===== config.mk =====
export PLATFORM = sky130hd
export DESIGN_NAME = ripple_carry_adder_n
export DESIGN_NICKNAME = d
export VERILOG_FILES = /design/src/rtl/rca_pkg.sv /design/src/rtl/full_adder.sv /design/src/rtl/ripple_carry_adder_n.sv
export SDC_FILE = /design/constraint.sdc
export NUM_CORES = 1
export LEC_CHECK = 0
export ABC_CLOCK_PERIOD_IN_PS = 850
export BUFFER_PORTS_ARGS = -buffer_cell sky130_fd_sc_hd__buf_2
export CAP_MARGIN = 20
export CORE_MARGIN = 2
export CORE_UTILIZATION = 35
export DETAILED_ROUTE_END_ITERATION = 6
export GPL_TIMING_DRIVEN = 0
export REMOVE_ABC_BUFFERS = 1
export SYNTH_ARGS = -nofsm -noshare
export SYNTH_HDL_FRONTEND = slang
export SYNTH_SLANG_ARGS = --single-unit

===== constraint.sdc =====
create_clock -name clk -period 0.85 [get_ports clk]
set_input_delay 0.17 -clock clk [delete_from_list [all_inputs] [get_ports clk]]
set_output_delay 0.17 -clock clk [all_outputs]
set_load 0.02 [all_outputs]

===== src/rtl/rca_pkg.sv =====
// Shared definitions for the ripple-carry adder: default width and a
// bit-level full-add reference used by the assertions.
package rca_pkg;

    localparam int RCA_DEFAULT_N = 8;

    // Returns {carry, sum} of a single-bit full add.
    function automatic logic [1:0] full_add(input logic a, input logic b, input logic c);
        logic s;
        logic co;
        s  = a ^ b ^ c;
        co = (a & b) | (c & (a ^ b));
        return {co, s};
    endfunction

endpackage


===== src/rtl/full_adder.sv =====
// Combinational 1-bit full adder; one cell of the ripple chain.
module full_adder
    import rca_pkg::*;
(
    input  logic a,
    input  logic b,
    input  logic cin,
    output logic s,
    output logic cout
);

    logic p;

    assign p    = a ^ b;
    assign s    = p ^ cin;
    assign cout = (a & b) | (cin & p);

    always_comb begin
        assert ({cout, s} == full_add(a, b, cin))
            else $error("full_adder cell disagrees with full_add reference");
    end

endmodule


===== src/rtl/ripple_carry_adder_n.sv =====
// N-bit ripple-carry adder with one output register stage.
// Optional macro RCA_OVERFLOW_EN adds a registered signed-overflow output.
module ripple_carry_adder_n
    import rca_pkg::*;
#(
    parameter int N = RCA_DEFAULT_N
)
(
    input  logic         clk,
    input  logic         rst_n,
    input  logic         in_valid,
    input  logic [N-1:0] A,
    input  logic [N-1:0] B,
    input  logic         cin,
    output logic         out_valid,
    output logic [N-1:0] sum,
    output logic         cout
`ifdef RCA_OVERFLOW_EN
    ,
    output logic         overflow
`endif
);

    logic [N:0]   c;
    logic [N-1:0] s_comb;

    assign c[0] = cin;

    // Explicit carry chain: bit i consumes c[i] and produces c[i+1].
    for (genvar i = 0; i < N; i++) begin : g_chain
        full_adder u_fa (
            .a    (A[i]),
            .b    (B[i]),
            .cin  (c[i]),
            .s    (s_comb[i]),
            .cout (c[i+1])
        );
    end

    // NOTE: registered state uses non-blocking assignments so every flop
    // samples the pre-edge value of its inputs, independent of statement order.
    always_ff @(posedge clk or negedge rst_n) begin
        if (!rst_n) begin
            out_valid <= 1'b0;
            sum       <= '0;
            cout      <= 1'b0;
        end else begin
            out_valid <= in_valid;
            // Result registers only load on valid input; otherwise they hold.
            if (in_valid) begin
                sum  <= s_comb;
                cout <= c[N];
            end
        end
    end

`ifdef RCA_OVERFLOW_EN
    // Signed overflow: carry into the sign bit differs from carry out of it.
    always_ff @(posedge clk or negedge rst_n) begin
        if (!rst_n) begin
            overflow <= 1'b0;
        end else if (in_valid) begin
            overflow <= c[N] ^ c[N-1];
        end
    end
`endif

endmodule


==> results.yml, run 1 <==
critical_path:
  arrival_ns: 3.23
  worstPathRequired_ns: 1.04
  cp_cell_sequence: "buf_6 -> inv_4 -> fa_2 -> inv_2 -> fa_2 -> fa_2 -> fa_2 -> fa_2 -> fa_2 -> fa_2 -> inv_2 -> fa_1 -> mux2i_1"
  worst_setup_path_end_kind: "register"
  r2r_cells: 2
  rrSetupSlack_ns: -0.05
  cp_slowest_cell: "fa_1"
  path_max_fanout: 1
  slowest_delay_ns: 0.40
  r2r_end: "sum[6]"
  worstSetupPathType: "input port to register"
  r2r_start: "sum[6]"
  crit_path_frequent_cell: "fa_2"
  cp-start-kind: "input port"
synthesis:
  synthesis.area_sq_um: 574
  yosys_warnings: 0
  synth_common_cells: "dfrtp_1, inv_1, fa_1, mux2_4, mux2i_1"
  syn_inst: 38
  synth_edf_count: 0
  yosysTopAreaCellShare_pct: 43.6
  ys_async_sr_fraction_pct: 100
  yosysMostFrequentCell: "dfrtp_1"
  synth_top_cell_by_area: "dfrtp_1"
  synth.area.top_cells: "dfrtp_1, fa_1, mux2_4"
  ys_ff_latch: 10
  avgSynthCellArea_sq_um: 15.1
  ys.flop_type: "dfrtp_1"
  synth_cell_types: 8
  ys_seq_area_share_pct: 43.6
power:
  seqPwrFrac_pct: 35.8
  ir_drop_mv: 1.05
  power_density_nw_per_um2: 2000
  switching_share_pct: 30.0
  power_switching_uw: 541
  combinationalPowerShare_pct: 40.2
  p_clk_share_pct: 24.0
  intPower_uw: 1260
  p_leak_uw: 0.000458
timing:
  relSlewSlack_pct: 79.5
  setup_tns_ns: -11.89
  postLayoutSetupSlackWorst_ns: -2.19
  setup_violations: 18
  period_share_pct: 358
  layout_min_cycle_time_ns: 3.04
  slew_violations: 0
  fin_skew_ns: 0
  timing.fmax_mhz: 329
  rsz0062_at_grt: "true"
  tightest_slew_ns: 0.307
  hold_violations: 0
drt:
  wire_per_inst_um: 12.4
  vias: 409
  drtIter0Drc: 0
  route.detailed.drc: 0
  vias_per_cell: 4.54
  drt-total-wl_um: 1120
  drtAntennaViolNets: 0
  dr.pass1.iters: 1
floorplan:
  initial_core_util_pct: 37.7
  die_x_um: 44.5
  rows: 14
  die_area_sq_um: 1980
  io_pins: 30
  die_h_um: 44.5
  core_area_sq_um: 1520
cells_and_area:
  num-fill-cells: 127
  fin_cells: 90
  final_nets: 103
  drive_gt1_share_pct: 73.0
  syn_to_final_growth_pct: 56.9
  diodes: 0
place:
  pre_cts_ws_ns: -2.80
  hpwl_um: 829
  place_inst: 82
  port_buffers: 29
  place_congestion: 0.640
global_route:
  grt_antenna_before_repair: 0
  grt_pass1_vias: 428
  grt_pass1_wl_um: 1810
  grt_max_degree: 12
  track_usage_pct: 13.4
  gr-total-overflow: 0
hold_path:
  worst_hold_path_type: "input port to register"
  hp-start: "in_valid"
  hold_path_end: "out_valid"
  hold_path_depth: 1
status:
  status: "finished with violations"
  violations: "setup timing"
cts:
  clk_pin_slew_ns: 0.07
  cts_inserted_buffers: 3
  cts-htree-levels: 1
  root_buffer: "clkbuf_4"
  cts_buffer_depth: 2
  cts_tree: "done"
  cts_sinks: 10
  insertion_delay_ns: 0.26
job:
  drv_cap: 0
==> metrics by stage <==
stage	power (uW)	instance area [sq um]	util, %	hold WS, ns
2_1_floorplan	951	563	-	-0.126
3_3_place_gp	1150	728	47.8	0.0448
3_5_place_dp	1160	728	47.8	0.0479
4_1_cts	1810	885	58.0	0.181
5_1_grt	1920	901	59.1	0.175
6_report	1800	901	59.1	0.189
==> worst max-delay path: cells and delay by family <==
kind,cells,cell delay (ns)
buffers and inverters,4,0.24
adder cells (fa/ha/maj),8,2.68
multiplexers,1,0.14
==> sequential cells by signal (all words and copies together) (netlist names) <==
register / flops
cout: 1
out_valid: 1
sum: 8
==> cell families (layout without fill, tap and decap cells) <==
group / after synthesis / in the layout / synth area share [%]
buffers and inverters: 10 / 46 / 7.84
AND/OR/NAND/NOR: 1 / 1 / 0.653
AO/OA/AOI/OAI: 1 / 1 / 0.871
flip-flops: 10 / 10 / 43.6
multiplexers: 8 / 8 / 19.2
adder cells (fa/ha/maj): 8 / 8 / 27.9
==> worst max path at each step <==
stage | slack, ns | endpoint | from
5_1_grt | -2.27 | sum[7] | A[0]
6_report | -2.19 | sum[7] | A[0]
4_1_cts | -2.21 | sum[7] | A[0]
3_3_place_gp | -2.72 | sum[7] | A[0]
3_5_place_dp | -2.80 | sum[7] | A[0]
2_1_floorplan | -2.48 | sum[7] | A[0]
==> routing by layer <==
layer | vias up | wire (um) | track usage [%]
li1 | 188 | - | -
met1 | 200 | 419 | 14.0
met2 | 21 | 598 | 23.8
met3 | 0 | 100 | 7.76
met4 | 0 | 0 | 1.82
met5 | - | 0 | 0
==> power by group through the flow <==
| stage | combinational, uW | clock (uW) | sequential, uW |
|---|---|---|---|
| 2_1_floorplan | 196 | 0 | 756 |
| 5_1_grt | 780 | 485 | 654 |
| 3_5_place_dp | 534 | 0 | 630 |
| 6_report | 724 | 433 | 644 |
| 4_1_cts | 712 | 456 | 645 |
| 3_3_place_gp | 516 | 0 | 632 |
==> timing repair <==
item,4_1_cts,5_1_grt
endpoints found under the setup margin,18,18
hold endpoints to repair,10,0
hold buffers,1,0
resized for setup,35,2
buffers inserted,2,1
pin swaps,1,0
==> layout make-up <==
cell class              instances  area (sq um)  share of cell area (%)
multi-input cells              18           297                    32.9
clock buffers                   4          36.3                    4.03
flip-flops and latches         10           250                    27.8
well taps                      16          20.0                    2.22
inverters                       9          38.8                    4.31
repair buffers                 33           259                    28.7
==> placed cells by master (no fill, tap or decap) <==
| master | instances |
|---|---|
| buf_2 | 16 |
| fa_1 | 1 |
| nor2_1 | 1 |
| mux2i_1 | 2 |
| dlygate4sd3_1 | 1 |
| dfrtp_1 | 10 |
| mux2_4 | 6 |
| buf_4 | 3 |
| a21oi_1 | 1 |
| buf_6 | 13 |
| clkbuf_4 | 3 |
| clkbuf_8 | 1 |
| inv_4 | 2 |
| fa_2 | 7 |
| inv_1 | 4 |
| inv_2 | 3 |
No activity file was read; power rests on OpenSTA's default activity.
==> run 2, diff against run 1 <==
--- a/config.mk
+++ b/config.mk
@@ -5,11 +5,12 @@
 export SDC_FILE = /design/constraint.sdc
 export NUM_CORES = 1
 export LEC_CHECK = 0
-export ABC_CLOCK_PERIOD_IN_PS = 850
+export ABC_CLOCK_PERIOD_IN_PS = 3600
 export BUFFER_PORTS_ARGS = -buffer_cell sky130_fd_sc_hd__buf_2
 export CAP_MARGIN = 20
 export CORE_MARGIN = 2
 export CORE_UTILIZATION = 35
+export CTS_BUF_LIST = sky130_fd_sc_hd__clkbuf_8
 export DETAILED_ROUTE_END_ITERATION = 6
 export GPL_TIMING_DRIVEN = 0
 export REMOVE_ABC_BUFFERS = 1
==> constraint.sdc (replaced) <==
create_clock -name clk -period 3.6 [get_ports clk]
set_input_delay 0.72 -clock clk [delete_from_list [all_inputs] [get_ports clk]]
set_output_delay 0.72 -clock clk [all_outputs]
set_load 0.02 [all_outputs]
==> results.yml, run 2 (same netlist as run 1, synthesis figures left out) <==
critical_path:
  cp_cell_sequence: "buf_2 -> inv_1 -> fa_1 -> inv_1 -> fa_2 -> fa_2 -> fa_2 -> fa_2 -> fa_2 -> fa_2 -> inv_1 -> fa_1 -> mux2i_1"
  slowest_delay_ns: 0.40
  worst_setup_path_end_kind: "register"
  worstPathRequired_ns: 3.76
  cp_slowest_cell: "fa_1"
  worstSetupPathType: "input port to register"
  path_max_fanout: 1
  crit_path_frequent_cell: "fa_2"
  cp-start-kind: "input port"
  arrival_ns: 3.80
cells_and_area:
  mostFrequentLayoutCell: "buf_2"
  final_cell_mix: "buf_2, dfrtp_1, inv_1, mux2_4, fa_2"
  top_regs: "sum x8, cout x1, out_valid x1"
  regMostFlops: "sum"
  final_nets: 99
  largest_register_ffs: 8
  drive_gt1_share_pct: 65.7
  diodes: 0
  syn_to_final_growth_pct: 39.0
  fin_cells: 86
drt:
  drtAntennaViolNets: 0
  drt-total-wl_um: 1040
  dr.pass1.iters: 2
  drtIter0Drc: 3
  route.detailed.drc: 0
  vias_per_cell: 4.52
  wire_per_inst_um: 12.1
  vias: 389
timing:
  relSlewSlack_pct: 79.5
  period_share_pct: 101
  tightest_slew_ns: 0.307
  hold_violations: 0
  timing.fmax_mhz: 275
  slew_violations: 0
  setup_violations: 1
  fin_skew_ns: 0
  rsz0062_at_grt: "true"
  postLayoutSetupSlackWorst_ns: -0.0386
  layout_min_cycle_time_ns: 3.64
cts:
  root_buffer: "clkbuf_8"
  cts_tree: "done"
  clk_pin_slew_ns: 0.05
  post-cts-setup-buffers: 0
  cts_buffer_depth: 2
  cts_sinks: 10
  cts_inserted_buffers: 3
  insertion_delay_ns: 0.23
  cts-htree-levels: 1
power:
  ir_drop_mv: 0.353
  p_leak_uw: 0.000424
  power_density_nw_per_um2: 521
global_route:
  grt_pass1_wl_um: 1710
  track_usage_pct: 13.1
  gr-total-overflow: 0
  grt_max_degree: 12
  grt_pass1_vias: 396
  grt_antenna_before_repair: 0
floorplan:
  rows: 14
  die_h_um: 44.5
  io_pins: 30
  core_area_sq_um: 1520
  die_x_um: 44.5
  die_area_sq_um: 1980
  initial_core_util_pct: 37.7
place:
  place_inst: 82
  port_buffers: 29
  hpwl_um: 829
  place_congestion: 0.640
  pre_cts_ws_ns: -0.605
status:
  status: "finished with violations"
  violations: "setup timing"
hold_path:
  worst_hold_path_type: "input port to asynchronous set/reset pin"
job:
  drv_cap: 0
run 2: changes by cell type in the layout (fill, tap and decap cells not counted), sizes merged:
cell / delta
buf: -3
dlygate4sd3: -1
run 2: worst paths after layout:
check	startpoint	to	slack, ns	cells after the start
max	B[0]	sum[7]	-0.04	13
min	rst_n	sum[1]	0.33	1
max reg2reg	sum[6]	sum[6]	2.83	1
min reg2reg	sum[1]	sum[1]	0.50	1
max in group asynchronous	rst_n	sum[5]	3.07	1
min in group clk	sum[1]	sum[1]	0.50	1
run 2: area by class of cell:
cell class	count	area [sq um]
tap	16	20.0
inverter	9	33.8
multi-input combinational	18	294
clock buffer	4	55.1
timing repair buffer	29	145
fill	137	726
sequential	10	250
run 2: worst max-delay path, delay by kind of cell:
kind | cells | cell delay (ns)
fa+ha+maj | 8 | 2.66
mux | 1 | 0.13
buf+inv | 4 | 0.28
run 2: repair_timing:
item / CTS / global route
resized for setup: 6 / 1
hold buffers: 0 / 0
endpoints found under the setup margin: 3 / 1
pin swaps: 1 / 0
run 2: where the power goes:
part | internal, uW | total [uW] | switching (uW)
Sequential | 136 | 147 | 11.4
Combinational | 60.2 | 126 | 66.0
Clock | 96.3 | 143 | 46.3
Total | 292 | 416 | 124
run 2: layer usage:
metal  routed length (um)  global-route usage (%)  vias up  share of wire, %
met5                    0                       0        -                 0
met4                   14                    7.27        0               1.3
met3                  110                    6.12        2                11
met2                  511                    21.7       22                49
met1                  403                    13.4      187                39
li1                     -                       -      178                 -
run 2: stage by stage:
stage	hold WS, ns	total power, uW	cell area, sq um	TNS, ns	util [%]
after floorplan	0.424	225	563	-0.355	-
after global placement	0.489	271	728	-1.05	47.8
after global routing	0.337	444	798	-0.179	52.4
after detailed placement	0.491	275	728	-1.33	47.8
final	0.335	416	798	-0.0386	52.4
after CTS	0.336	426	798	-0.0802	52.4
==> run 3, diff against run 2 <==
--- a/config.mk
+++ b/config.mk
@@ -5,7 +5,7 @@
 export SDC_FILE = /design/constraint.sdc
 export NUM_CORES = 1
 export LEC_CHECK = 0
-export ABC_CLOCK_PERIOD_IN_PS = 3600
+export ABC_CLOCK_PERIOD_IN_PS = 3350
 export BUFFER_PORTS_ARGS = -buffer_cell sky130_fd_sc_hd__buf_2
 export CAP_MARGIN = 20
 export CORE_MARGIN = 2
==> constraint.sdc (replaced) <==
create_clock -name clk -period 3.35 [get_ports clk]
set_input_delay 0.67 -clock clk [delete_from_list [all_inputs] [get_ports clk]]
set_output_delay 0.67 -clock clk [all_outputs]
set_load 0.02 [all_outputs]
==> results.yml, run 3 (same netlist as run 1, synthesis figures left out) <==
status:
  status: "finished with violations"
  violations: "setup timing"
critical_path:
  path_max_fanout: 1
  r2r_end: "sum[6]"
  worstSetupPathType: "input port to register"
  rrSetupSlack_ns: 2.58
  arrival_ns: 3.72
  cp-start-kind: "input port"
  worst_setup_path_end_kind: "register"
  cp-startpoint: "A[0]"
  r2r_cells: 1
  r2r_start: "sum[6]"
  worstPathRequired_ns: 3.51
cts:
  ctsHoldBuffers: 0
  cts_inserted_buffers: 3
  root_buffer: "clkbuf_8"
  cts-htree-levels: 1
  cts_buffer_depth: 2
  cts_tree: "done"
  insertion_delay_ns: 0.23
  cts_sinks: 10
  clk_pin_slew_ns: 0.05
global_route:
  grt_antenna_before_repair: 0
  grt_max_degree: 12
  grt_pass1_wl_um: 1700
  grt_pass1_vias: 394
  track_usage_pct: 13.0
  gr-total-overflow: 0
power:
  total_power_uw: 452
  combinationalPowerShare_pct: 31.0
  intPower_uw: 317
  ir_drop_mv: 0.380
  seqPwrFrac_pct: 35.0
  switching_share_pct: 29.7
  power_switching_uw: 134
  power_density_nw_per_um2: 548
  p_leak_uw: 0.000425
  p_clk_share_pct: 34.0
floorplan:
  die_h_um: 44.5
  io_pins: 30
  initial_core_util_pct: 37.7
  core_area_sq_um: 1520
  die_area_sq_um: 1980
  die_x_um: 44.5
  rows: 14
timing:
  fin_skew_ns: 0
  period_share_pct: 106
  postLayoutSetupSlackWorst_ns: -0.212
  timing.fmax_mhz: 281
  hold_violations: 0
  relSlewSlack_pct: 79.3
  rsz0062_at_grt: "true"
  tightest_slew_ns: 0.311
  layout_min_cycle_time_ns: 3.56
  slew_violations: 0
  setup_violations: 1
cells_and_area:
  largest_register_ffs: 8
  final_cell_area_sq_um: 825
  mostFrequentLayoutCell: "buf_2"
  final_core_util_pct: 54.1
  syn_to_final_growth_pct: 43.6
  final_cell_mix: "buf_2, dfrtp_1, fa_2, mux2_4"
  final_nets: 99
  drive_gt1_share_pct: 72.9
  diodes: 0
  regMostFlops: "sum"
  top_regs: "sum x8, cout x1, out_valid x1"
  fin_cells: 86
drt:
  wire_per_inst_um: 12.2
  vias: 386
  drtAntennaViolNets: 0
  dr.pass1.iters: 2
  route.detailed.drc: 0
  vias_per_cell: 4.49
  drt-total-wl_um: 1050
  drtIter0Drc: 3
place:
  place_inst: 82
  pre_cts_ws_ns: -0.805
  place_congestion: 0.640
  place_area_sq_um: 728
  port_buffers: 29
  hpwl_um: 829
job:
  drv_cap: 0
hold_path:
  worst_hold_path_type: "input port to asynchronous set/reset pin"
==> run 3: cell types whose count changed in the layout (fill, tap and decap cells not counted) <==
cell   before  now
inv_4       0    2
fa_2        6    7
inv_2       1    3
fa_1        2    1
inv_1       8    4
buf_6       0    3
buf_2      29   26
==> run 3: worst max path at each step <==
stage                        end  slack (ns)
after floorplan           sum[7]       -0.48
after global placement    sum[7]       -0.72
after detailed placement  sum[7]       -0.80
after CTS                 sum[7]       -0.24
after global routing      sum[7]       -0.31
final                     sum[7]       -0.21
==> run 3: repair_timing <==
action,4_1_cts,5_1_grt
gates resized for setup,15,2
buffers inserted,0,0
cloned,0,0
setup endpoints to repair,3,3
pin swaps,1,0
==> run 3: through the flow <==
stage	hold slack, ns	setup TNS (ns)
2_1_floorplan	0.374	-0.955
4_1_cts	0.286	-0.255
6_report	0.286	-0.212
5_1_grt	0.287	-0.418
3_3_place_gp	0.489	-1.72
3_5_place_dp	0.491	-2.07
==> run 3: critical path, stage by stage <==
cell,delay [ns]
buf_6,0.10
inv_4,0.04
fa_2,0.19
inv_2,0.04
fa_2,0.34
fa_2,0.37
fa_2,0.35
fa_2,0.35
fa_2,0.35
fa_2,0.34
inv_2,0.06
fa_1,0.39
mux2i_1,0.13
==> run 3: area by class of cell <==
cell class	count	area, sq um
Timing Repair Buffer	29	164
Tap cell	16	20.0
Multi-Input combinational cell	18	297
Fill cell	132	699
Clock buffer	4	55.1
Inverter	9	38.8
Sequential cell	10	250
==> run 3: power by group through the flow <==
stage	Sequential, uW	Combinational [uW]	Clock (uW)
after floorplan	192	49.6	0
final	158	140	153
after global routing	161	153	168
after detailed placement	160	136	0
after CTS	159	142	160
after global placement	160	131	0
==> run 3: layer usage <==
layer  share of wire [%]  vias to the layer above  track usage [%]  routed length (um)
met2                  49                       22             21.7                 515
met4                 1.3                        0             7.27                  14
met5                   0                        -                0                   0
met3                  11                        2             6.12                 113
li1                    -                      178                -                   -
met1                  38                      184             13.2                 401
